File: config.mk
export PLATFORM = sky130hd
export DESIGN_NAME = decoder_scan_seq
export DESIGN_NICKNAME = d
export VERILOG_FILES = /design/src/rtl/decoder_scan_seq.sv
export SDC_FILE = /design/constraint.sdc
export NUM_CORES = 1
export LEC_CHECK = 0
export CORE_MARGIN = 2
export CORE_UTILIZATION = 30
export DETAILED_ROUTE_END_ITERATION = 6
export GPL_ROUTABILITY_DRIVEN = 0
export PLACE_DENSITY = 0.45
export SLEW_MARGIN = 10
export SYNTH_ARGS = -nofsm -noshare
export SYNTH_HDL_FRONTEND = slang
export SYNTH_SLANG_ARGS = --single-unit
File: constraint.sdc
create_clock -name clk -period 3.6 [get_ports clk]
set_input_delay 0.72 -clock clk [delete_from_list [all_inputs] [get_ports clk]]
set_output_delay 0.72 -clock clk [all_outputs]
set_load 0.005 [all_outputs]
File: src/rtl/decoder_scan_seq.sv
// decoder_scan_seq: registered N-to-2^N one-hot decoder with a scan mode.
// Direct mode decodes i into a one-hot word on d with one cycle of latency.
// Scan mode walks the one-hot bit from index 0 up to the limit on i. Each
// index is held for SCAN_DIV cycles. A wrap pulse marks each return to 0.
// Optional build macro: DECODER_SCAN_BLANK_EN inserts one blank cycle
// (d=0, valid=0) after every scan step.
module decoder_scan_seq #(
  parameter int IN_W     = 3,
  parameter int OUT_W    = 1 << IN_W,
  parameter int SCAN_DIV = 4
) (
  input  logic             clk,
  input  logic             rst,
  input  logic             en,
  input  logic             mode,
  input  logic [IN_W-1:0]  i,
  input  logic             i_valid,
  output logic [OUT_W-1:0] d,
  output logic             valid,
  output logic [IN_W-1:0]  idx,
  output logic             wrap
);

  typedef enum logic [1:0] {
    ST_IDLE   = 2'd0,
    ST_DIRECT = 2'd1,
    ST_SCAN   = 2'd2
  } state_t;

  // Divider value on the last cycle an index is held.
  localparam logic [15:0] DIV_LAST = 16'(SCAN_DIV - 1);

  state_t           state_q, state_d;
  logic [15:0]      div_q, div_d;
  logic [OUT_W-1:0] d_q, d_d;
  logic             valid_q, valid_d;
  logic [IN_W-1:0]  idx_q, idx_d;
  logic             wrap_q, wrap_d;
`ifdef DECODER_SCAN_BLANK_EN
  logic             blank_q, blank_d;
`endif

  // Index reached at the end of the current step, and whether that step wraps.
  logic [IN_W-1:0]  adv_idx;
  logic             adv_wrap;

  // One-hot encode an index.
  function automatic logic [OUT_W-1:0] onehot(input logic [IN_W-1:0] k);
    logic [OUT_W-1:0] one;
    one    = {{(OUT_W-1){1'b0}}, 1'b1};
    onehot = one << k;
  endfunction

  // Step rule: wrap to 0 when at or past the limit, otherwise increment.
  always_comb begin
    adv_wrap = (idx_q >= i);
    if (adv_wrap) begin
      adv_idx = {IN_W{1'b0}};
    end else begin
      adv_idx = idx_q + IN_W'(1);
    end
  end

  // Next-state and next-output logic for the IDLE/DIRECT/SCAN controller.
  always_comb begin
    state_d = state_q;
    div_d   = div_q;
    d_d     = d_q;
    valid_d = valid_q;
    idx_d   = idx_q;
    wrap_d  = 1'b0;
`ifdef DECODER_SCAN_BLANK_EN
    blank_d = 1'b0;
`endif
    if (!en) begin
      // Disable wins over everything else.
      state_d = ST_IDLE;
      div_d   = 16'd0;
      d_d     = {OUT_W{1'b0}};
      valid_d = 1'b0;
      idx_d   = {IN_W{1'b0}};
    end else if (!mode) begin
      state_d = ST_DIRECT;
      div_d   = 16'd0;
      if (i_valid) begin
        d_d     = onehot(i);
        idx_d   = i;
        valid_d = 1'b1;
      end else if (state_q == ST_SCAN) begin
        // Leaving scan: keep showing the last scanned index as valid,
        // even if the scan was sitting in a blank cycle.
        d_d     = onehot(idx_q);
        valid_d = 1'b1;
      end else begin
        d_d     = d_q;
        valid_d = valid_q;
      end
    end else if (state_q != ST_SCAN) begin
      // Scan entry always starts from index 0 with a fresh divider.
      state_d = ST_SCAN;
      div_d   = 16'd0;
      d_d     = onehot({IN_W{1'b0}});
      idx_d   = {IN_W{1'b0}};
      valid_d = 1'b1;
    end else begin
`ifdef DECODER_SCAN_BLANK_EN
      if (blank_q) begin
        div_d   = 16'd0;
        idx_d   = adv_idx;
        d_d     = onehot(adv_idx);
        valid_d = 1'b1;
        wrap_d  = adv_wrap;
      end else if (div_q == DIV_LAST) begin
        blank_d = 1'b1;
        div_d   = 16'd0;
        d_d     = {OUT_W{1'b0}};
        valid_d = 1'b0;
      end else begin
        div_d   = div_q + 16'd1;
      end
`else
      if (div_q == DIV_LAST) begin
        div_d   = 16'd0;
        idx_d   = adv_idx;
        d_d     = onehot(adv_idx);
        valid_d = 1'b1;
        wrap_d  = adv_wrap;
      end else begin
        div_d   = div_q + 16'd1;
      end
`endif
    end
  end

  // State and output registers with asynchronous reset.
  always_ff @(posedge clk or posedge rst) begin
    if (rst) begin
      state_q <= ST_IDLE;
      div_q   <= 16'd0;
      d_q     <= {OUT_W{1'b0}};
      valid_q <= 1'b0;
      idx_q   <= {IN_W{1'b0}};
      wrap_q  <= 1'b0;
`ifdef DECODER_SCAN_BLANK_EN
      blank_q <= 1'b0;
`endif
    end else begin
      state_q <= state_d;
      div_q   <= div_d;
      d_q     <= d_d;
      valid_q <= valid_d;
      idx_q   <= idx_d;
      wrap_q  <= wrap_d;
`ifdef DECODER_SCAN_BLANK_EN
      blank_q <= blank_d;
`endif
    end
  end

  assign d     = d_q;
  assign valid = valid_q;
  assign idx   = idx_q;
  assign wrap  = wrap_q;

endmodule
==> results of run 1 <==
==> cell families (layout without fill, tap and decap cells) <==
family,after synthesis,after routing,share of synthesized area
buf+inv,18,41,0.0451
simple gates,68,68,0.223
compound gates,34,34,0.145
flops,31,31,0.437
fa+ha+maj,5,5,0.0352
xor+xnor,11,11,0.0542
mux,10,10,0.0613
==> sequential cells by signal (all words and copies together) (netlist names) <==
register,cells
state_q,2
d,8
div_q,16
idx,3
valid,1
wrap,1
==> final timing paths <==
kind                                to   start
worst max register to register    d[4]  idx[0]
worst min register to register   valid   valid
min in group asynchronous         d[7]     rst
worst min-delay path             valid   valid
worst max-delay path              d[4]    i[2]
max in group asynchronous       idx[0]     rst
==> metal layers <==
layer	vias to the layer above	track usage	wire, microns
li1	689	-	-
met1	696	0.188	2020
met2	23	0.212	1910
met3	7	0.0356	181
met4	0	0.0508	61
met5	-	0	0
==> cells in the final DEF, fill, tap and decap left out, types with 6 or more instances in the layout <==
cell             count
nor2_1              14
clkdlybuf4s50_1     20
and3_1               7
nand2_1              7
xor2_1               9
nand3_1              8
nor3_1               6
dfrtp_1             31
mux2_2               6
clkbuf_8             6
a21oi_1              8
inv_1               12
==> worst register-to-register path, cell delays in order (launching register included) <==
cell      delay [ns]
dfrtp_1         0.53
inv_1           0.20
ha_1            0.30
nand2b_1        0.16
a311oi_1        0.60
a41o_1          0.26
mux2_2          0.14
==> cell type report <==
cell class,instances,share of cell area
Tap cell,75,0.0434
Sequential cell,31,0.359
Clock inverter,2,0.0162
Timing Repair Buffer,21,0.0961
Multi-Input combinational cell,128,0.426
Clock buffer,6,0.0382
Inverter,12,0.0208
==> power by group through the flow <==
stage / combinational, mW / sequential, mW / clock [mW]
2_1_floorplan: 0.0589 / 0.370 / 0
3_3_place_gp: 0.0979 / 0.373 / 0
3_5_place_dp: 0.0981 / 0.373 / 0
4_1_cts: 0.0987 / 0.366 / 0.372
5_1_grt: 0.107 / 0.368 / 0.384
6_report: 0.0975 / 0.366 / 0.359
==> key figures, run 1 <==
Pwr
  • Cell internal pwr: 625 uW
  • Gate power share: 0.118
  • Leak pwr: 0.950 nW
  • Final Power: 823 uW
  • Sw Share: 0.240
  • Part of the power in registers: 0.445
  • Clock network fraction of total power: 0.436
  • Pwr dens: 381 mW/mm^2
  • Worst vdd ir: 0.000153 V
  • Switching pwr: 198 uW

Place
  • DP Worst Slack: 0.773 ns
  • Port Buffers: 20
  • Post-placement cell count: 267
  • Placed Area: 0.00204 sq mm
  • Post-DP HPWL: 3010 microns

Die
  • I/O Pins: 21
  • Starting density of the core: 0.306
  • Die width: 81.0 microns
  • Num rows: 28
  • Total core area: 0.00582 sq mm
  • Die Y: 81.0 microns
  • Die area: 0.00655 sq mm

Drt
  • Routed wire length: 4160 microns
  • DRC viols: 0
  • Vias per Instance: 5.15
  • Wire length per cell: 15.1 microns
  • Vias: 1415
  • Pre-antenna DRT Iters: 4
  • DRT iter0 DRCs: 97
  • Antenna viol nets, final: 0

Setup path
  • CP top delay family: compound AO/OA/AOI/OAI gates
  • CP cell instances: clkdlybuf4s50_1 -> inv_1 -> ha_1 -> a21o_1 -> a311oi_1 -> a41o_1 -> mux2_2
  • Logic depth of the worst path, buffers included: 7
  • CP Capture Type: flop
  • Worst R2R Setup Slack: 1.37 ns
  • Worst EP arrival: 2.77 ns
  • CP required: 3.83 ns
  • Slowest-stage cell, CP: a311oi_1
  • Worst path buffer plus inverter count: 2
  • Crit Path Class: primary input to flop
  • CP peak stage delay: 0.57 ns
  • CP startpoint kind: primary input
  • Critical path peak fanout: 5
  • Worst reg-to-reg path cell count: 6

Synth
  • Synth top area share: 0.437
  • Seq/Total Area, Yosys: 0.437
  • Seq cells post-synth: 31
  • Syn Nets: 190
  • Most common cell in the netlist: dfrtp_1
  • Post-synth top area cell: dfrtp_1
  • Post-Syn Area: 0.00178 sq mm
  • Synth top area cells: dfrtp_1 44%, xor2_1 4.4%, mux2_2 3.8%
  • Main flop type after synthesis: dfrtp_1
  • Synth cell types: 46
  • Post-Syn Instances: 177
  • Mapped Avg Cell Area: 10.0 sq um
  • Synthesis warning total: 0
  • EDFF count, synth: 0
  • Async S/R FF share, synth: 1.00
  • Commonest cells post-synth: 31 x dfrtp_1, 14 x nor2_1, 12 x inv_1

Cells and area
  • Diodes inserted: 0
  • Reg area: 776 sq um
  • Fillers: 609
  • Final instance area: 0.00216 sq mm
  • Multi-input gate area: 921 sq um
  • Fin nets: 212
  • Core Util, Final: 0.372
  • Area Overhead vs Synth: 21.6%
  • Layout cells sized above 1: 0.115
  • Final Non-Filler Cells: 275

STA
  • Min Hold Slack: 0.496 ns
  • Clock Skew: 0.00895 ns
  • Setup violators final: 0
  • Fin. Hold Viols: 0
  • Final setup margin: 1.06 ns
  • Max Fclk: 394 MHz
  • Fin crit period: 2.54 ns
  • Relative slew slack: 0.559
  • Worst Tran Pin Value: 0.658 ns
  • Final period util: 0.706
  • Max-slew violations: 0
  • RSZ-0062 raised after global routing: false
  • Final TNS setup: 0 ns

Clock tree
  • Clock buffer depth: 2
  • Root Driver: clkbuf_8
  • Clock Sinks: 31
  • CTS tree: yes
  • Resized cells post-CTS: 0
  • CTS H-tree lvls: 2
  • Setup Fix Bufs, Post-CTS: 0
  • Clk_lat worst skew: 0.29 ns
  • CTS Hold Buffers Added: 0
  • Num CTS Buffers: 5
  • Clk slew on worst S/H paths: 0.07 ns

Worst hold path
  • Hold Path Stages: 1
  • HP Class: flop to flop

Run status
  • Status: finished clean

Global routing
  • GR Overflow Total: 0
  • GRT Total Usage: 0.139
  • Vias in the first global route: 1406
  • First-pass GRT wire length: 6990 microns
  • Initial antenna violation count: 0
  • Largest net degree at the start of global routing: 25

Flow run
  • Max_cap viols: 0
Power figures use the tool's default switching activity.
==> inputs of run 2 (changes only) <==
--- a/config.mk
+++ b/config.mk
@@ -9,7 +9,7 @@
 export CORE_UTILIZATION = 30
 export DETAILED_ROUTE_END_ITERATION = 6
 export GPL_ROUTABILITY_DRIVEN = 0
-export PLACE_DENSITY = 0.45
+export PLACE_DENSITY = 0.47
 export SLEW_MARGIN = 10
 export SYNTH_ARGS = -nofsm -noshare
 export SYNTH_HDL_FRONTEND = slang
==> constraint.sdc (replaced) <==
create_clock -name clk -period 2.2 [get_ports clk]
set_input_delay 0.44 -clock clk [delete_from_list [all_inputs] [get_ports clk]]
set_output_delay 0.44 -clock clk [all_outputs]
set_load 0.005 [all_outputs]
==> run 2 against run 1 <==
  * Routed wire length fell by 1.2%
  * Via count rose by 2.5%
  * Clock power rose by 25%
  * Final cell count rose by 5.5%
  * Sequential power rose by 64%
  * Combinational power rose by 96%
  * Sequential cell count did not move
  * Core utilization rose by 1.5 points
  * Clock-buffer cell count did not move
  * Worst setup slack got worse by 0.86 ns
  * Worst hold slack got worse by 0.0050 ns
  * Critical path type unchanged
==> key figures, run 2 (synthesis results as in run 1) <==
Run status
  • Status: finished clean (unchanged)

Setup path
  • Critical path peak fanout: 5 (unchanged)
  • CP Capture Type: flop (unchanged)
  • CP startpoint kind: primary input (unchanged)
  • CP cell instances: clkdlybuf4s50_1 -> inv_1 -> ha_1 -> a21o_1 -> a311oi_1 -> buf_4 -> a41o_1 -> mux2_2 (was clkdlybuf4s50_1 -> inv_1 -> ha_1 -> a21o_1 -> a311oi_1 -> a41o_1 -> mux2_2)
  • Crit path launch: i[2] (unchanged)
  • CP peak stage delay: 0.47 ns (was 0.57 ns)
  • Worst EP arrival: 2.21 ns (was 2.77 ns)
  • Slowest-stage cell, CP: clkdlybuf4s50_1 (was a311oi_1)
  • R2r startpoint: div_q[0] (was idx[0])
  • Crit Path Class: primary input to flop (unchanged)
  • CP required: 2.41 ns (was 3.83 ns)

STA
  • Fin crit period: 2.00 ns
  • Final setup margin: 0.202 ns (was 1.06 ns)
  • Relative slew slack: 0.728 (was 0.559)
  • RSZ-0062 raised after global routing: false (unchanged)
  • Worst Tran Pin Value: 0.408 ns (was 0.658 ns)
  • Setup violators final: 0 (unchanged)
  • Max Fclk: 500 MHz
  • Final TNS setup: 0 ns (unchanged)
  • Max-slew violations: 0 (unchanged)
  • Clock Skew: 0.00661 ns (was 0.00895 ns)
  • Final period util: 0.908
  • Fin. Hold Viols: 0 (unchanged)

Place
  • Placed Area: 0.00216 sq mm (was 0.00204 sq mm)
  • Post-DP HPWL: 3030 microns (was 3010 microns)
  • Port Buffers: 20 (unchanged)
  • DP Worst Slack: -0.0680 ns (was 0.773 ns)

Cells and area
  • Layout cells sized above 1: 0.177 (was 0.115)
  • Final instance area: 0.00225 sq mm (was 0.00216 sq mm)
  • Fin nets: 228 (was 212)
  • Area Overhead vs Synth: 26.7% (was 21.6%)
  • Diodes inserted: 0 (unchanged)
  • Max reg flops: 16 (unchanged)
  • Top reg by flops: div_q (unchanged)
  • Leading cell type in the layout, fill and taps excluded: dfrtp_1 (unchanged)
  • Core Util, Final: 0.387 (was 0.372)
  • Commonest non-fill, non-tap cells in the layout: 31 x dfrtp_1, 20 x clkdlybuf4s50_1, 17 x buf_4 (was 31 x dfrtp_1, 20 x clkdlybuf4s50_1, 14 x nor2_1)

Clock tree
  • Clock Sinks: 31 (unchanged)
  • Num CTS Buffers: 5 (unchanged)
  • Resized cells post-CTS: 0 (unchanged)
  • Clk slew on worst S/H paths: 0.07 ns (about the same)
  • CTS Hold Buffers Added: 0 (unchanged)
  • Clock buffer depth: 2 (unchanged)
  • CTS tree: yes (unchanged)
  • Setup Fix Bufs, Post-CTS: 0 (unchanged)
  • CTS H-tree lvls: 2 (unchanged)
  • Clk_lat worst skew: 0.28 ns (was 0.29 ns)
  • Root Driver: clkbuf_8 (unchanged)

Pwr
  • Cell internal pwr: 927 uW (was 625 uW)
  • Gate power share: 0.155 (was 0.118)
  • Sw Share: 0.251 (was 0.240)
  • Final Power: 1.24 mW (was 823 uW)
  • Leak pwr: 1.01 nW (was 0.950 nW)
  • Clock network fraction of total power: 0.361 (was 0.436)
  • Part of the power in registers: 0.484 (was 0.445)
  • Switching pwr: 310 uW (was 198 uW)
  • Worst vdd ir: 0.000362 V (was 0.000153 V)
  • Pwr dens: 550 mW/mm^2 (was 381 mW/mm^2)

Drt
  • Wire length per cell: 14.2 microns (was 15.1 microns)
  • DRC viols: 0 (unchanged)
  • Routed wire length: 4110 microns (was 4160 microns)
  • Pre-antenna DRT Iters: 4 (unchanged)
  • DRT iter0 DRCs: 87 (was 97)
  • Vias per Instance: 5.00 (was 5.15)
  • Vias: 1451 (was 1415)
  • Antenna viol nets, final: 0 (unchanged)

Die
  • Total core area: 0.00582 sq mm (unchanged)
  • Die width: 81.0 microns (unchanged)
  • Die Y: 81.0 microns (unchanged)
  • Die area: 0.00655 sq mm (unchanged)
  • Num rows: 28 (unchanged)
  • I/O Pins: 21 (unchanged)
  • Starting density of the core: 0.306 (unchanged)

Global routing
  • GRT Total Usage: 0.143 (was 0.139)
  • Largest net degree at the start of global routing: 32 (was 25)
  • GR Overflow Total: 0 (unchanged)
  • First-pass GRT wire length: 7240 microns (was 6990 microns)
  • Initial antenna violation count: 0 (unchanged)
  • Vias in the first global route: 1543 (was 1406)

Flow run
  • Max_cap viols: 0 (unchanged)

Worst hold path
  • HP Class: flop to flop (unchanged)
  • Hold_sp: valid (unchanged)
==> run 2: changes by cell type in the layout (fill, tap and decap cells not counted), sizes merged <==
cell / before / now
buf: 1 / 17
bufinv: 1 / 0
==> run 2: metal layers <==
layer | global-route usage | share of wire
met3 | 0.0322 | 0.037
met5 | 0 | 0
met4 | 0.0695 | 0.018
met1 | 0.193 | 0.51
met2 | 0.214 | 0.44
==> run 2: path summary, 6_finish.rpt <==
path / cells past startpoint / slack (ns) / endpoint
worst max register to register: 5 / 0.21 / d[4]
worst min register to register: 1 / 0.49 / valid
worst min-delay path: 1 / 0.49 / valid
max in group asynchronous: 3 / 1.36 / idx[2]
min in group asynchronous: 3 / 0.54 / d[7]
worst max-delay path: 8 / 0.20 / d[4]
==> run 2: metrics by stage <==
| stage | cells | hold slack (ns) |
|---|---|---|
| floorplan | 177 | 0.469 |
| global placement | 283 | 0.477 |
| detailed placement | 283 | 0.485 |
| CTS | 290 | 0.500 |
| global route | 290 | 0.517 |
| finish | 290 | 0.491 |
==> run 2: critical path: cells and delay by family <==
kind / cells / cell delay [ns]
multiplexers: 1 / 0.14
adder cells (fa/ha/maj): 1 / 0.30
AO/OA/AOI/OAI: 3 / 0.61
buffers and inverters: 3 / 0.71
==> run 2: layout make-up <==
class | instances | area, sq um
clock buffers | 6 | 82.6
clock inverters | 1 | 5.00
fillers | 617 | 3560
inverters | 12 | 45.0
multi-input cells | 128 | 921
flip-flops and latches | 31 | 776
well taps | 75 | 93.8
repair buffers | 37 | 328
==> run 2: power by group through the flow <==
| stage | Clock [mW] | Combinational, mW | Sequential, mW |
|---|---|---|---|
| detailed placement | 0 | 0.191 | 0.610 |
| global placement | 0 | 0.191 | 0.609 |
| finish | 0.447 | 0.191 | 0.599 |
| CTS | 0.460 | 0.192 | 0.599 |
| floorplan | 0 | 0.0963 | 0.606 |
| global route | 0.493 | 0.212 | 0.601 |
==> RTL edit: new RTL, flow settings as in run 2 <==
The 3 states of `state_t` get a one-hot encoding in 3 bits.
--- a/src/rtl/decoder_scan_seq.sv
+++ b/src/rtl/decoder_scan_seq.sv
@@ -21,10 +21,10 @@
   output logic             wrap
 );
 
-  typedef enum logic [1:0] {
-    ST_IDLE   = 2'd0,
-    ST_DIRECT = 2'd1,
-    ST_SCAN   = 2'd2
+  typedef enum logic [2:0] {
+    ST_IDLE   = 3'b001,
+    ST_DIRECT = 3'b010,
+    ST_SCAN   = 3'b100
   } state_t;
 
   // Divider value on the last cycle an index is held.
Function: no difference found for any inputs over 10 cycles, from zero or initial values and one cycle with rst high; not proved beyond that.
==> RTL edit against run 2 <==
Design area down 2.7%; count of clock-buffer cells in the layout unchanged; setup slack got worse by 0.029 ns; sequential share of layout area is 2.2 points higher; clock skew is 0.0036 ns lower; critical path type unchanged; synthesized area shrank 0.63%; sequential cell count grew 1; via count rose by 2.7%; core utilization increased by 0.34 points; critical path depth unchanged; final cell count stayed put; total power decreased by 1.4%; routed wire length is 2.6% lower; combinational power fell by 9%.
==> RTL edit: results (changes against run 2) <==
- Power share of the sequential group: 50.9% (+2.5 points)
- Fill cells: 579 (-6.2%)
- Hold WC Path Type: reg2reg
- Post-Route Skew: 0.00298 ns (-0.00364 ns)
- Delay-heaviest family, CP: compound AO/OA/AOI/OAI gates
- Slew at the pin closest to its max-slew limit: 0.407 ns (-0.00145 ns)
- Number of instances on the worst hold path: 1 (unchanged)
- M1 WL: 1850 µm (-11%)
- Ratio of routed vias to standard cells: 5.14 (+2.7%)
- IO buf count: 20 (unchanged)
- Power per standard cell area: 557 nW/µm² (+1.4%)
- Met3 track demand over resource in global routing: 3.82% (+0.60 points)
- Met1 Use GR: 18.5% (-0.86 points)
- Inserted Clock Buffers: 5 (unchanged)
- Highest Signal Layer: met4
- Cell area after placement: 2110 µm² (-2.4%)
- Register-to-register setup slack: 0.30 ns (+0.09 ns)
- Relative contribution of the clock network to total power: 34.9% (-1.2 points)
- Diode count: 0 (unchanged)
- Number of distinct library cells after synthesis: 41 (-11%)
- Post-CTS Setup Inserts: 0 (unchanged)
- Result of the run: completed
- Sequential area share after synthesis: 45.4% (+1.8 points)
- Switching power: 0.310 mW (-0.19%)
- FF-to-FF End: valid
- Root buffer cell: sky130_fd_sc_hd__clkbuf_8
- FF-to-FF Start: div_q[0]
- Most flop-heavy register: div_q
- Area delta synth->final: 24.0%
- Global-route wire length before repair: 7200 µm (-0.48%)
- Initial antenna violation count: 0 (unchanged)
- Reg2Reg Depth: 5 (unchanged)
- Standby leakage power: 0.904 nW (-11%)
- Nets: 231 (+1.3%)
- Vias in the first global route: 1533 (-0.65%)
- Overall routing resource usage: 14.7% (+0.43 points)
- Commonest cells in the synthesized netlist: 31 x sky130_fd_sc_hd__dfrtp_1, 27 x sky130_fd_sc_hd__nor2_1, 15 x sky130_fd_sc_hd__nand2_1
- Max reg flops: 16 (unchanged)
- Routed len/inst: 13.8 µm (-2.6%)
- Routed length on met2: 1940 µm (+7.5%)
- CP max stage delay: 0.48 ns
- Reg clk slew, reported paths: 0.06 ns
- CTS H-tree lvls: 2 (unchanged)
- Iteration-0 DRC count of the detailed router: 142 (+63%)
- End of the worst hold path: div_q[0]
- Post-synthesis net count: 197 (+3.7%)
- Placed wire-length estimate: 2990 µm (-1.2%)
- Global routing met2 resource utilization: 23.4% (+2.0 points)
- Pin count of the biggest net entering global routing: 33 (+3.1%)
- Worst IR Drop VDD: 0.269 mV (-26%)
- Top area cells in the synthesized netlist: sky130_fd_sc_hd__dfrtp_1 44%, sky130_fd_sc_hd__nor2_1 5.7%, sky130_fd_sc_hd__ha_1 3.5%, sky130_fd_sc_hd__xnor2_1 3.5%, sky130_fd_sc_hd__nand2_1 3.2%
- Worst path arrival time: 2.25 ns (+0.04 ns)
- Sum of met3 wire segment lengths after detailed routing: 126 µm (-17%)
- Critical hold path startpoint: div_q[0]
- Capture point of the worst path: idx[0]
- Skew-Pair Late Insertion Delay: 0.28 ns (about the same)
- Share of final-layout standard cells stronger than drive strength 1: 13.8% (-3.9 points)
- Number of gates resized after cts: 0 (unchanged)
- Peak fanout along the critical path: 6 (+1)
==> RTL edit: layout make-up <==
cell class / count / area share [%]
Multi-Input combinational cell: 139 / 41.1
Sequential cell: 32 / 36.6
Timing Repair Buffer: 32 / 13.3
Tap cell: 72 / 4.11
Clock buffer: 6 / 3.31
Inverter: 8 / 1.37
Clock inverter: 1 / 0.229
==> RTL edit: cell families (layout without fill, tap and decap cells) <==
logic type               count (synthesis)  count (layout)  share of synthesized area, %
buffers and inverters                   13              47                          3.61
adder cells (fa/ha/maj)                  5               5                          3.54
multiplexers                             2               2                          1.28
AND/OR/NAND/NOR                         80              80                          23.8
XOR/XNOR                                13              13                          6.45
flip-flops                              32              32                          45.4
AO/OA/AOI/OAI                           39              39                          15.9
==> RTL edit: through the flow <==
step / cells / hold slack [ns] / setup WS [ns]
finish: 290 / 0.454 / 0.172
global route: 290 / 0.511 / 0.0566
CTS: 290 / 0.463 / 0.0969
floorplan: 184 / 0.424 / 0.375
global placement: 283 / 0.438 / -0.123
detailed placement: 283 / 0.454 / -0.137
